`src/rtl/alu_share_arbiter.sv`:
```
// Round-robin arbiter time-sharing one combinational ALU among NUM_REQ requesters.
// Optional lock feature (a requester holds the ALU across several ops): define ALU_ARB_LOCK_EN.
module alu_share_arbiter #(
  parameter int NUM_REQ = 4,
  parameter int DATA_W  = 32
) (
  input  logic                      clk,
  input  logic                      reset,
  input  logic [NUM_REQ-1:0]        req_valid,
  output logic [NUM_REQ-1:0]        req_ready,
  input  logic [NUM_REQ*DATA_W-1:0] req_a,
  input  logic [NUM_REQ*DATA_W-1:0] req_b,
  input  logic [NUM_REQ*3-1:0]      req_op,
`ifdef ALU_ARB_LOCK_EN
  input  logic [NUM_REQ-1:0]        req_lock,
`endif
  output logic [NUM_REQ-1:0]        rsp_valid,
  input  logic [NUM_REQ-1:0]        rsp_ready,
  output logic [DATA_W-1:0]         rsp_result,
  output logic [DATA_W-1:0]         alu_a,
  output logic [DATA_W-1:0]         alu_b,
  output logic [2:0]                alu_control,
  input  logic [DATA_W-1:0]         alu_result,
  output logic                      busy,
  output logic [1:0]                fsm_state
);

  localparam int IDX_W = ($clog2(NUM_REQ) < 1) ? 1 : $clog2(NUM_REQ);

  // Handshakes: a transfer happens on a rising edge where valid and ready are both 1.
  // req_ready may depend on req_valid; requesters must not make req_valid depend on req_ready.
  typedef enum logic [1:0] {
    S_IDLE = 2'd0,
    S_EXEC = 2'd1,
    S_RESP = 2'd2
  } state_t;

  state_t           state;
  logic [IDX_W-1:0] rr_ptr;
  logic [IDX_W-1:0] grant_idx;
  logic [IDX_W-1:0] rr_winner;
  logic             rr_found;
  logic [IDX_W-1:0] grant_sel;
  logic             grant_found;
  logic             rr_hold;
  logic [IDX_W-1:0] rr_next;
  logic [DATA_W-1:0] sel_a;
  logic [DATA_W-1:0] sel_b;
  logic [2:0]        sel_op;

`ifdef ALU_ARB_LOCK_EN
  logic             lock_valid;
  logic [IDX_W-1:0] lock_idx;
  assign rr_hold = lock_valid;
`else
  assign rr_hold = 1'b0;
`endif

  assign fsm_state = state;

  // Search from rr_ptr upward with wrap; the first valid index wins.
  always_comb begin
    int cand;
    cand      = 0;
    rr_winner = '0;
    rr_found  = 1'b0;
    for (int k = 0; k < NUM_REQ; k++) begin
      cand = k + int'(rr_ptr);
      if (cand >= NUM_REQ) cand = cand - NUM_REQ;
      if (!rr_found && req_valid[cand[IDX_W-1:0]]) begin
        rr_found  = 1'b1;
        rr_winner = cand[IDX_W-1:0];
      end
    end
  end

  always_comb begin
    grant_sel   = rr_winner;
    grant_found = rr_found;
`ifdef ALU_ARB_LOCK_EN
    if (lock_valid) begin
      grant_sel   = lock_idx;
      grant_found = req_valid[lock_idx];
    end
`endif
  end

  always_comb begin
    req_ready = '0;
    if (state == S_IDLE && grant_found) req_ready[grant_sel] = 1'b1;
  end

  assign sel_a   = req_a[int'(grant_sel)*DATA_W +: DATA_W];
  assign sel_b   = req_b[int'(grant_sel)*DATA_W +: DATA_W];
  assign sel_op  = req_op[int'(grant_sel)*3 +: 3];
  assign rr_next = (grant_idx == IDX_W'(NUM_REQ-1)) ? '0 : grant_idx + 1'b1;

  // The ALU operand registers double as the latched request, so they hold outside EXEC.
  always_ff @(posedge clk) begin
    if (reset) begin
      state       <= S_IDLE;
      rr_ptr      <= '0;
      grant_idx   <= '0;
      alu_a       <= '0;
      alu_b       <= '0;
      alu_control <= '0;
      rsp_result  <= '0;
      rsp_valid   <= '0;
      busy        <= 1'b0;
`ifdef ALU_ARB_LOCK_EN
      lock_valid  <= 1'b0;
      lock_idx    <= '0;
`endif
    end else begin
      case (state)
        S_IDLE: begin
          if (grant_found) begin
            alu_a       <= sel_a;
            alu_b       <= sel_b;
            alu_control <= sel_op;
            grant_idx   <= grant_sel;
            busy        <= 1'b1;
            state       <= S_EXEC;
`ifdef ALU_ARB_LOCK_EN
            lock_valid  <= req_lock[grant_sel];
            lock_idx    <= grant_sel;
`endif
          end
        end
        S_EXEC: begin
          rsp_result <= alu_result;
          rsp_valid  <= NUM_REQ'(1) << grant_idx;
          state      <= S_RESP;
        end
        S_RESP: begin
          if (rsp_ready[grant_idx]) begin
            rsp_valid <= '0;
            busy      <= 1'b0;
            state     <= S_IDLE;
            if (!rr_hold) rr_ptr <= rr_next;
          end
        end
        default: begin
          state     <= S_IDLE;
          rsp_valid <= '0;
          busy      <= 1'b0;
        end
      endcase
    end
  end

  a_req_ready_onehot: assert property (@(posedge clk) disable iff (reset) $onehot0(req_ready));
  a_rsp_valid_onehot: assert property (@(posedge clk) disable iff (reset) $onehot0(rsp_valid));
  a_rsp_stable: assert property (@(posedge clk) disable iff (reset)
    (state == S_RESP && !rsp_ready[grant_idx]) |=> ($stable(rsp_valid) && $stable(rsp_result)));

endmodule

```
`config.mk`:
```
export PLATFORM = sky130hd
export DESIGN_NAME = alu_share_arbiter
export DESIGN_NICKNAME = d
export VERILOG_FILES = /design/src/rtl/alu_share_arbiter.sv
export SDC_FILE = /design/constraint.sdc
export NUM_CORES = 1
export LEC_CHECK = 0
export ABC_AREA = 1
export BUFFER_PORTS_ARGS = -buffer_cell sky130_fd_sc_hd__buf_4
export CORE_AREA = 3 3 164 166
export DETAILED_ROUTE_END_ITERATION = 12
export DIE_AREA = 0 0 167 169
export GPL_ROUTABILITY_DRIVEN = 0
export PLACE_DENSITY_LB_ADDON = 0.25
export SLEW_MARGIN = 20
export SYNTH_ARGS = -nofsm -noshare
export SYNTH_HDL_FRONTEND = slang
export SYNTH_SLANG_ARGS = --single-unit
```
`constraint.sdc`:
```
create_clock -name clk -period 1.8 [get_ports clk]
set_input_delay 0.36 -clock clk [delete_from_list [all_inputs] [get_ports clk]]
set_output_delay 0.36 -clock clk [all_outputs]
set_load 0.01 [all_outputs]
```
-- Word level (Yosys, flattened, before mapping)
Index checks and enable logic that the tools add are counted.
- bits in registers: 110
- input port bits: 310
- output and inout bits: 110
- word-level logic and storage cells: 88
- $add $sub $neg: 8
- multipliers: 1
- $lt $le $gt $ge: 11
- equality and inequality tests: 5
- shifts and indexed selects: 4
- muxes and demuxes: 34
- bitwise operators: 2
- reduce and logical (&&, ||, !) cells: 14
- operators by type and width (kind ; count):
    indexed part select 128 x 8 -> 32 bit ; 2
    2-to-1 mux 2 bit ; 11
    < comparator 2 x 3 -> 1 bit (second input constant) ; 6
    2-to-1 mux 1 bit ; 12
    case mux 4 bit (3 select lines) ; 1
    indexed part select 12 x 5 -> 3 bit ; 1
    binary-select mux 1 bit (select 2 bit) ; 5
    >= comparator 3 bit (second input constant) ; 3
    2-to-1 mux 4 bit ; 2
    AND reduction 2 bit ; 4
    subtractor 2 x 1 -> 2 bit (second input constant) ; 4
    adder 2 x 2 -> 3 bit (first input constant) ; 2
    case mux 2 bit (3 select lines) ; 1
    logical AND 1 bit ; 5
    equality test 2 bit (second input constant) ; 2
    multiplier 2 x 2 -> 4 bit (second input constant) ; 1
    != test 2 bit (second input constant) ; 2
    left shift 1 x 2 -> 4 bit (first input constant) ; 1
    adder 1 x 2 -> 3 bit (first input constant) ; 1
    >= comparator 2 x 3 -> 1 bit (second input constant) ; 1
    zero test 1 bit ; 3
    case mux 1 bit (3 select lines) ; 1
    AND reduction 3 bit ; 1
    adder 2 x 1 -> 2 bit (second input constant) ; 1
    5 further kinds ; 6

-- Longest topological paths before layout
Gate-level depths: netlist of run 1.
- depth in word-level cells: 19
- mapped depth: 17
- mapped depth without buffers: 14

-- Worst setup path after synthesis of run 1
No wires, ideal clock.
- path kind: register to output
- start: reg rr_ptr[0]
- end: out req_ready[0]
- arrival: 1.677 ns
- required time: 1.440 ns
- path slack: -0.237 ns
- cell stages (with the launch flop): 13
- buffers on the path: 3
- cells stage by stage: dfxtp_1 > buf_4 > inv_6 > nand2_1 > nand3_1 > nand2_1 > inv_1 > nand3_2 > nand3_4 > buf_4 > buf_6 > nand2_1 > nor2_1
- longest elaborated chain between the ends: 19
- elaborated cells on any way between the ends: 44
- classes of those cells: add/sub (7); order compare (6); mux (23); reduce/logical (8)
- RTL lines (what ; RTL line ; RTL):
    from (decl) ; 39 ; logic [IDX_W-1:0] rr_ptr;
    from (signal assigned) ; 140 ; if (!rr_hold) rr_ptr <= rr_next;
    parallel branches: the longest is 18 deep, another holds adder 1 x 2 -> 3 bit ; - ;
    2-to-1 mux 4 bit * ; 90 ; if (state == S_IDLE && grant_found) req_ready[grant_sel] = 1'b1;
    to (decl) ; 10 ; output logic [NUM_REQ-1:0] req_ready,
Mark *: on every way between the ends. The select of a mux whose other input is x is not followed.

-- Final worst setup path of run 1
- start: reg rr_ptr[0]
- end: out req_ready[1]
Same word-level chain as after synthesis.

==> reports/metrics.yaml, run 1 <==
outcome:
  status: "finished with violations"
  violations: "negative setup slack"
clocking:
  cts-root-to-sink-buffers: 2
  cts-root-buf: "clkbuf_16"
  clkSinkCount: 110
  cts_tree: "done"
  cts_buffers: 9
  htreeDepth: 3
  clk_pin_slew_ps: 100
  cts_hold_buf: 0
  insertion_delay_ps: 370
global_routing:
  grt_pass1_vias: 8576
  grt_pass1_wl_mm: 45.1
  grt_max_degree: 40
  grt_usage_pct: 19.6
  antenna_found_initial: 0
  grt_remaining_overflow: 0
timing:
  timing.final.ws_setup_ps: -568
  max_freq_mhz: 422
  hold_violations: 0
  finalMaxSlewViolations: 0
  min_period_over_period_pct: 132
  slew_headroom_pct: 75.7
  setup_viol: 71
  rsz0062_at_grt: "true"
  finalClockSkew_ps: 16.4
  fin_tns_setup_ps: -26100
  whs_ps: 242
  worstMarginPinSlew_ps: 362
  fin_crit_ps: 2370
power:
  p_int_w: 0.00802
  pwr-share-clk_pct: 15.6
  irDropWorstVdd_v: 0.000518
  p_leak_nw: 6.99
  pwr-share-seq_pct: 24.9
  power.density_mw_per_mm2: 1110
  p_sw_share_pct: 41.8
  pwr-share-comb_pct: 59.5
  switchingPower_w: 0.00576
critical_path:
  path_cells: "buf_6 > nand2_2 > nand2_2 > nor2_1 > nor2_2 > nand3_4 > nand3_4 > buf_4 > nor3_4 > buf_6"
  start_kind: "register"
  critPathSlowestCell: "dfxtp_4"
  slowest_delay_ps: 390
  crit_fanout: 6
  r2r-end: "alu_b[7]"
  arrival_ps: 2010
  r2r_cells: 16
  r2r_start: "rr_ptr[0]"
  cp_data_required_time_ps: 1440
  r2r_slack_ps: -460
  critPathKind: "reg2out"
  endpoint_kind: "output pin"
detailed_routing:
  viasPerCell: 4.63
  first_pass_iters: 5
  ant_nets: 0
  totalWireLength_mm: 30.1
  wire_per_inst_um: 14.5
  drcViolationCount: 0
  first_iter_violations: 537
  dr_total_vias: 9581
floorplan:
  ios: 420
  std_cell_rows: 59
  dieArea_mm2: 0.0282
  die_w_um: 167
  start_util_pct: 28.5
  die_h_um: 169
  core_mm2: 0.0258
synth:
  ys_seq_area_share_pct: 30.0
  synth_top_area_cell: "dfxtp_1"
  synth_seq_cells: 110
  synth_edf_count: 0
  synthTopCellsByArea: "dfxtp_1, nand2_1, inv_1"
  yosys.area.top_type_share_pct: 30.0
  async_reset_ff_share_pct: 0
  syn-num-nets: 1604
  ys_types: 28
  avgSynthCellArea_um2: 5.68
  syn_area_mm2: 0.00733
  synth_ff_type: "dfxtp_1"
  syn_inst: 1290
  yosys_warnings: 0
placement:
  place_area_mm2: 0.0113
  io_buffer_count: 419
  post-place-ws_ps: -290
  post-dp-hpwl_mm: 22.5
final_layout:
  syn_to_final_growth_pct: 69.6
  diodes: 0
  drive_gt1_share_pct: 36.0
  nets: 2042
  fin_area_mm2: 0.0124
hold_path:
  hold_path_depth: 3
  hp-start: "alu_result[22]"
  hold_class: "in2reg"
  min_to: "rsp_result[22]"
run:
  cap_violations: 0
-- cell families after synthesis --
logic type	share of synthesized area, %
flip-flops	30.0
AO/OA/AOI/OAI	9.39
buffers and inverters	19.2
AND/OR/NAND/NOR	40.7
adder cells (fa/ha/maj)	0.683
-- worst max-delay path, delay by kind of cell, from the launching register on --
kind / cells / cell delay [ps]
AND/OR/NAND/NOR: 7 / 820
buffers and inverters: 3 / 440
flip-flops: 1 / 390
-- area by class of cell --
| type | instances | area, µm² |
|---|---|---|
| fill | 2622 | 13300 |
| timing repair buffer | 515 | 4410 |
| clock buffer | 9 | 225 |
| tap | 335 | 419 |
| clock inverter | 7 | 101 |
| sequential | 110 | 2210 |
| multi-input combinational | 834 | 4090 |
| inverter | 258 | 981 |
-- flip-flops by register name, indices dropped and copies added (netlist names) --
signal and cells:
rsp_result 32, rsp_valid 4, alu_control 3, alu_a 32, alu_b 32, grant_idx 2, fsm_state 2, rr_ptr 2
busy 1
-- power by group through the flow --
stage	clock [W]	sequential [W]	combinational, W
global route	0.00232	0.00351	0.00898
floorplan	0	0.00370	0.00356
detailed placement	0	0.00349	0.00697
finish	0.00215	0.00343	0.00819
CTS	0.00224	0.00344	0.00798
global placement	0	0.00347	0.00694
-- layout by cell type, fill, tap and decap left out, types with 4 or more instances in the layout --
cell type,instances
a21oi_1,38
buf_12,22
buf_16,6
buf_4,465
buf_6,11
buf_8,9
clkbuf_16,10
clkinv_8,4
dfxtp_1,108
ha_1,4
inv_1,253
nand2_1,243
nand2_2,34
nand2_4,9
nand3_1,111
nand3_2,5
nand3_4,4
nand4_1,73
nor2_1,205
nor2_4,5
o21ai_0,14
o21ai_1,56
o21ai_2,22
-- worst max-delay path by stage --
stage	start	to	slack, ps	cells past startpoint
4_1_cts	rr_ptr[0]	req_ready[2]	-520	12
3_3_place_gp	rr_ptr[0]	req_ready[1]	-290	10
3_5_place_dp	req_valid[1]	alu_b[18]	-290	15
2_1_floorplan	rr_ptr[0]	req_ready[0]	-120	12
6_report	rr_ptr[0]	req_ready[1]	-570	10
5_1_grt	rr_ptr[0]	req_ready[1]	-660	12
-- timing repair --
action                     in CTS  in global routing
gates cloned                    8                  1
resized for setup             121                 40
setup endpoints to repair      71                 72
pin swaps                      25                 30
buffers inserted               11                  8
-- routing by layer --
layer | GRT usage [%] | wire (µm) | share of wire, % | vias up
met2 | 32.8 | 14800 | 49 | 327
met4 | 6.24 | 763 | 2.5 | 0
met3 | 3.55 | 1900 | 6.3 | 51
met5 | 0 | 0 | 0 | -
met1 | 25.6 | 12600 | 42 | 4350
li1 | - | - | - | 4853
-- synthesized netlist by cell type, types with 2 or more instances --
| library cell | count |
|---|---|
| nor2_1 | 211 |
| buf_4 | 11 |
| nand3_2 | 2 |
| nand2_1 | 284 |
| nand4_1 | 73 |
| buf_6 | 2 |
| o21ai_1 | 45 |
| o21ai_0 | 49 |
| dfxtp_1 | 110 |
| clkbuf_2 | 3 |
| inv_2 | 2 |
| buf_2 | 34 |
| nand3_1 | 117 |
| a21oi_1 | 38 |
| inv_1 | 255 |
| ha_1 | 4 |
| clkbuf_1 | 37 |
| a31oi_1 | 2 |
| a211oi_1 | 2 |
-- per-stage QoR --
step	std cells	power, W	utilization [%]
after floorplan	1290	0.00726	-
after global placement	2026	0.0104	43.9
after detailed placement	2026	0.0105	43.9
after CTS	2060	0.0137	47.5
after global routing	2068	0.0148	48.3
final	2068	0.0138	48.3
Power figures use the tool's default switching activity.
==> inputs of run 2 (changes only) <==
--- a/config.mk
+++ b/config.mk
@@ -7,11 +7,11 @@
 export LEC_CHECK = 0
 export ABC_AREA = 1
 export BUFFER_PORTS_ARGS = -buffer_cell sky130_fd_sc_hd__buf_4
-export CORE_AREA = 3 3 164 166
+export CORE_AREA = 3 3 161 163
 export DETAILED_ROUTE_END_ITERATION = 12
-export DIE_AREA = 0 0 167 169
+export DIE_AREA = 0 0 164 166
 export GPL_ROUTABILITY_DRIVEN = 0
-export PLACE_DENSITY_LB_ADDON = 0.25
+export SETUP_SLACK_MARGIN = 0.15
 export SLEW_MARGIN = 20
 export SYNTH_ARGS = -nofsm -noshare
 export SYNTH_HDL_FRONTEND = slang
==> constraint.sdc (replaced) <==
create_clock -name clk -period 2.5 [get_ports clk]
set_input_delay 0.5 -clock clk [delete_from_list [all_inputs] [get_ports clk]]
set_output_delay 0.5 -clock clk [all_outputs]
set_load 0.01 [all_outputs]
==> run 2 against run 1 <==
  * Largest cell class is now multi-input gates
  * Core utilization fell by 0.69 points
  * First-iteration DRC count fell by 0.37%
  * Critical path depth rose by 1
  * Global-route usage rose by 0.49 points
  * The flow now finishes without violations
==> reports/metrics.yaml, run 2 (synthesized netlist as in run 1, its figures left out) <==
outcome:
  status: "finished clean"
timing:
  fin_tns_setup_ps: 0  # +26100 ps
  rsz0062_at_grt: "true"
  finalMaxSlewViolations: 0  # unchanged
  fin_crit_ps: 2420
  setup_viol: 0  # -100%
  min_period_over_period_pct: 97.0
  hold_violations: 0  # unchanged
  finalClockSkew_ps: 9.93  # -6.43 ps
  worstMarginPinSlew_ps: 547  # +185 ps
  slew_headroom_pct: 63.5  # -12 points
  max_freq_mhz: 412
global_routing:
  grt_usage_pct: 20.0  # +0.49 points
  grt_remaining_overflow: 0  # unchanged
  grt_pass1_wl_mm: 44.3  # -1.8%
  antenna_found_initial: 0  # unchanged
  grt_max_degree: 77  # +93%
  grt_pass1_vias: 8422  # -1.8%
placement:
  post-dp-hpwl_mm: 21.8  # -3.3%
  io_buffer_count: 419  # unchanged
  place_area_mm2: 0.0108  # -4.7%
floorplan:
  core_mm2: 0.0245  # -5.1%
  start_util_pct: 30.0  # +1.5 points
  die_w_um: 164  # -1.8%
  die_h_um: 166  # -1.8%
  ios: 420  # unchanged
  std_cell_rows: 57  # -3.4%
  dieArea_mm2: 0.0272  # -3.5%
critical_path:
  endpoint_kind: "output pin"
  critPathKind: "reg2out"
  arrival_ps: 1920  # -90 ps
  start_kind: "register"
  cp_data_required_time_ps: 2000  # +560 ps
  crit_fanout: 10  # +4
final_layout:
  fill_cells: 2608  # -0.53%
  multiInputGateArea_mm2: 0.00393  # -3.9%
  top_regs: "alu_a x32, alu_b x32, rsp_result x32"
  final_cell_mix: "buf_4, nand2_1, inv_1, nor2_1, nand3_1"
  register_area_mm2: 0.00221  # +0.11%
  diodes: 0  # unchanged
  syn_to_final_growth_pct: 58.8
  fin_area_mm2: 0.0116  # -6.4%
  nets: 1990  # -2.5%
  drive_gt1_share_pct: 31.5  # -4.5 points
  final_common_cell: "buf_4"
clocking:
  cts-root-to-sink-buffers: 2  # unchanged
  clkSinkCount: 110  # unchanged
  htreeDepth: 3  # unchanged
  insertion_delay_ps: 360  # about the same
  cts_hold_buf: 0  # unchanged
  cts_tree: "done"
  cts_buffers: 9  # unchanged
  clk_pin_slew_ps: 90  # about the same
  cts-root-buf: "clkbuf_16"
detailed_routing:
  viasPerCell: 4.64  # +0.26%
  wire_per_inst_um: 15.1  # +4.0%
  ant_nets: 0  # unchanged
  dr_total_vias: 9313  # -2.8%
  first_pass_iters: 6  # +1
  drcViolationCount: 0  # unchanged
  totalWireLength_mm: 30.3  # +0.82%
  first_iter_violations: 535  # -0.37%
power:
  irDropWorstVdd_v: 0.000523  # +1.1%
  power.density_mw_per_mm2: 784  # -29%
  p_leak_nw: 6.61  # -5.5%
  power_w: 0.00912  # -34%
hold_path:
  hold_class: "in2reg"
run:
  cap_violations: 0  # unchanged
[run 2: cell types whose count changed in the layout (fill, tap and decap cells not counted), sizes merged]
| cell | delta |
|---|---|
| bufbuf | -1 |
| clkbuf | +6 |
| inv | +2 |
| clkinv | -2 |
| buf | -57 |
[run 2: repair_timing]
action | in CTS | in global routing
resized for setup | 39 | 44
buffers inserted | 5 | 6
pin swaps | 3 | 20
setup endpoints to repair | 46 | 48
cloned | 0 | 7
[run 2: metal layers]
metal / share of wire [%] / GRT usage [%]
met1: 41 / 25.0
met2: 50 / 34.5
met3: 7.0 / 4.17
met4: 2.5 / 5.96
met5: 0 / 0
[run 2: path summary, 6_finish.rpt]
kind / slack (ps) / cells after the start / start / end
max reg2reg: 200 / 17 / rr_ptr[0] / alu_a[0]
min reg2reg: 460 / 2 / rsp_result[7] / rsp_result[7]
min: 390 / 3 / alu_result[22] / rsp_result[22]
max: 80 / 11 / rr_ptr[0] / req_ready[2]
[run 2: stage by stage]
step	util, %	hold slack (ps)	instances	setup WS [ps]
global route	47.6	383	2005	-41.2
global placement	44.1	449	1971	79.3
CTS	46.0	374	1992	98.2
floorplan	-	483	1290	288
finish	47.6	395	2005	75.2
detailed placement	44.1	455	1971	25.8
[run 2: power by group]
group	internal [W]	total (W)	switching, W	leakage, nW
logic	0.00226	0.00509	0.00283	5.54
registers	0.00220	0.00247	0.000272	0.911
clock network	0.000737	0.00156	0.000824	0.154
total	0.00520	0.00912	0.00392	6.61
[run 2: area by class of cell]
class                      count  area share, %
tap                          324           3.48
multi-input combinational    834           33.8
inverter                     258           8.45
sequential                   110           19.0
timing repair buffer         463           32.6
clock buffer                   9           1.93
clock inverter                 7          0.763
[run 2: worst max-delay path, stage by stage (launching register included)]
cell     delay (ps)
dfxtp_4         430
inv_8            70
nand2_1         110
nand2_4          70
nand2_2          70
nand2_2          70
nor2_4          170
nand3_4         140
nand3_4         140
nand2_4          90
nor2_4          110
buf_6           110
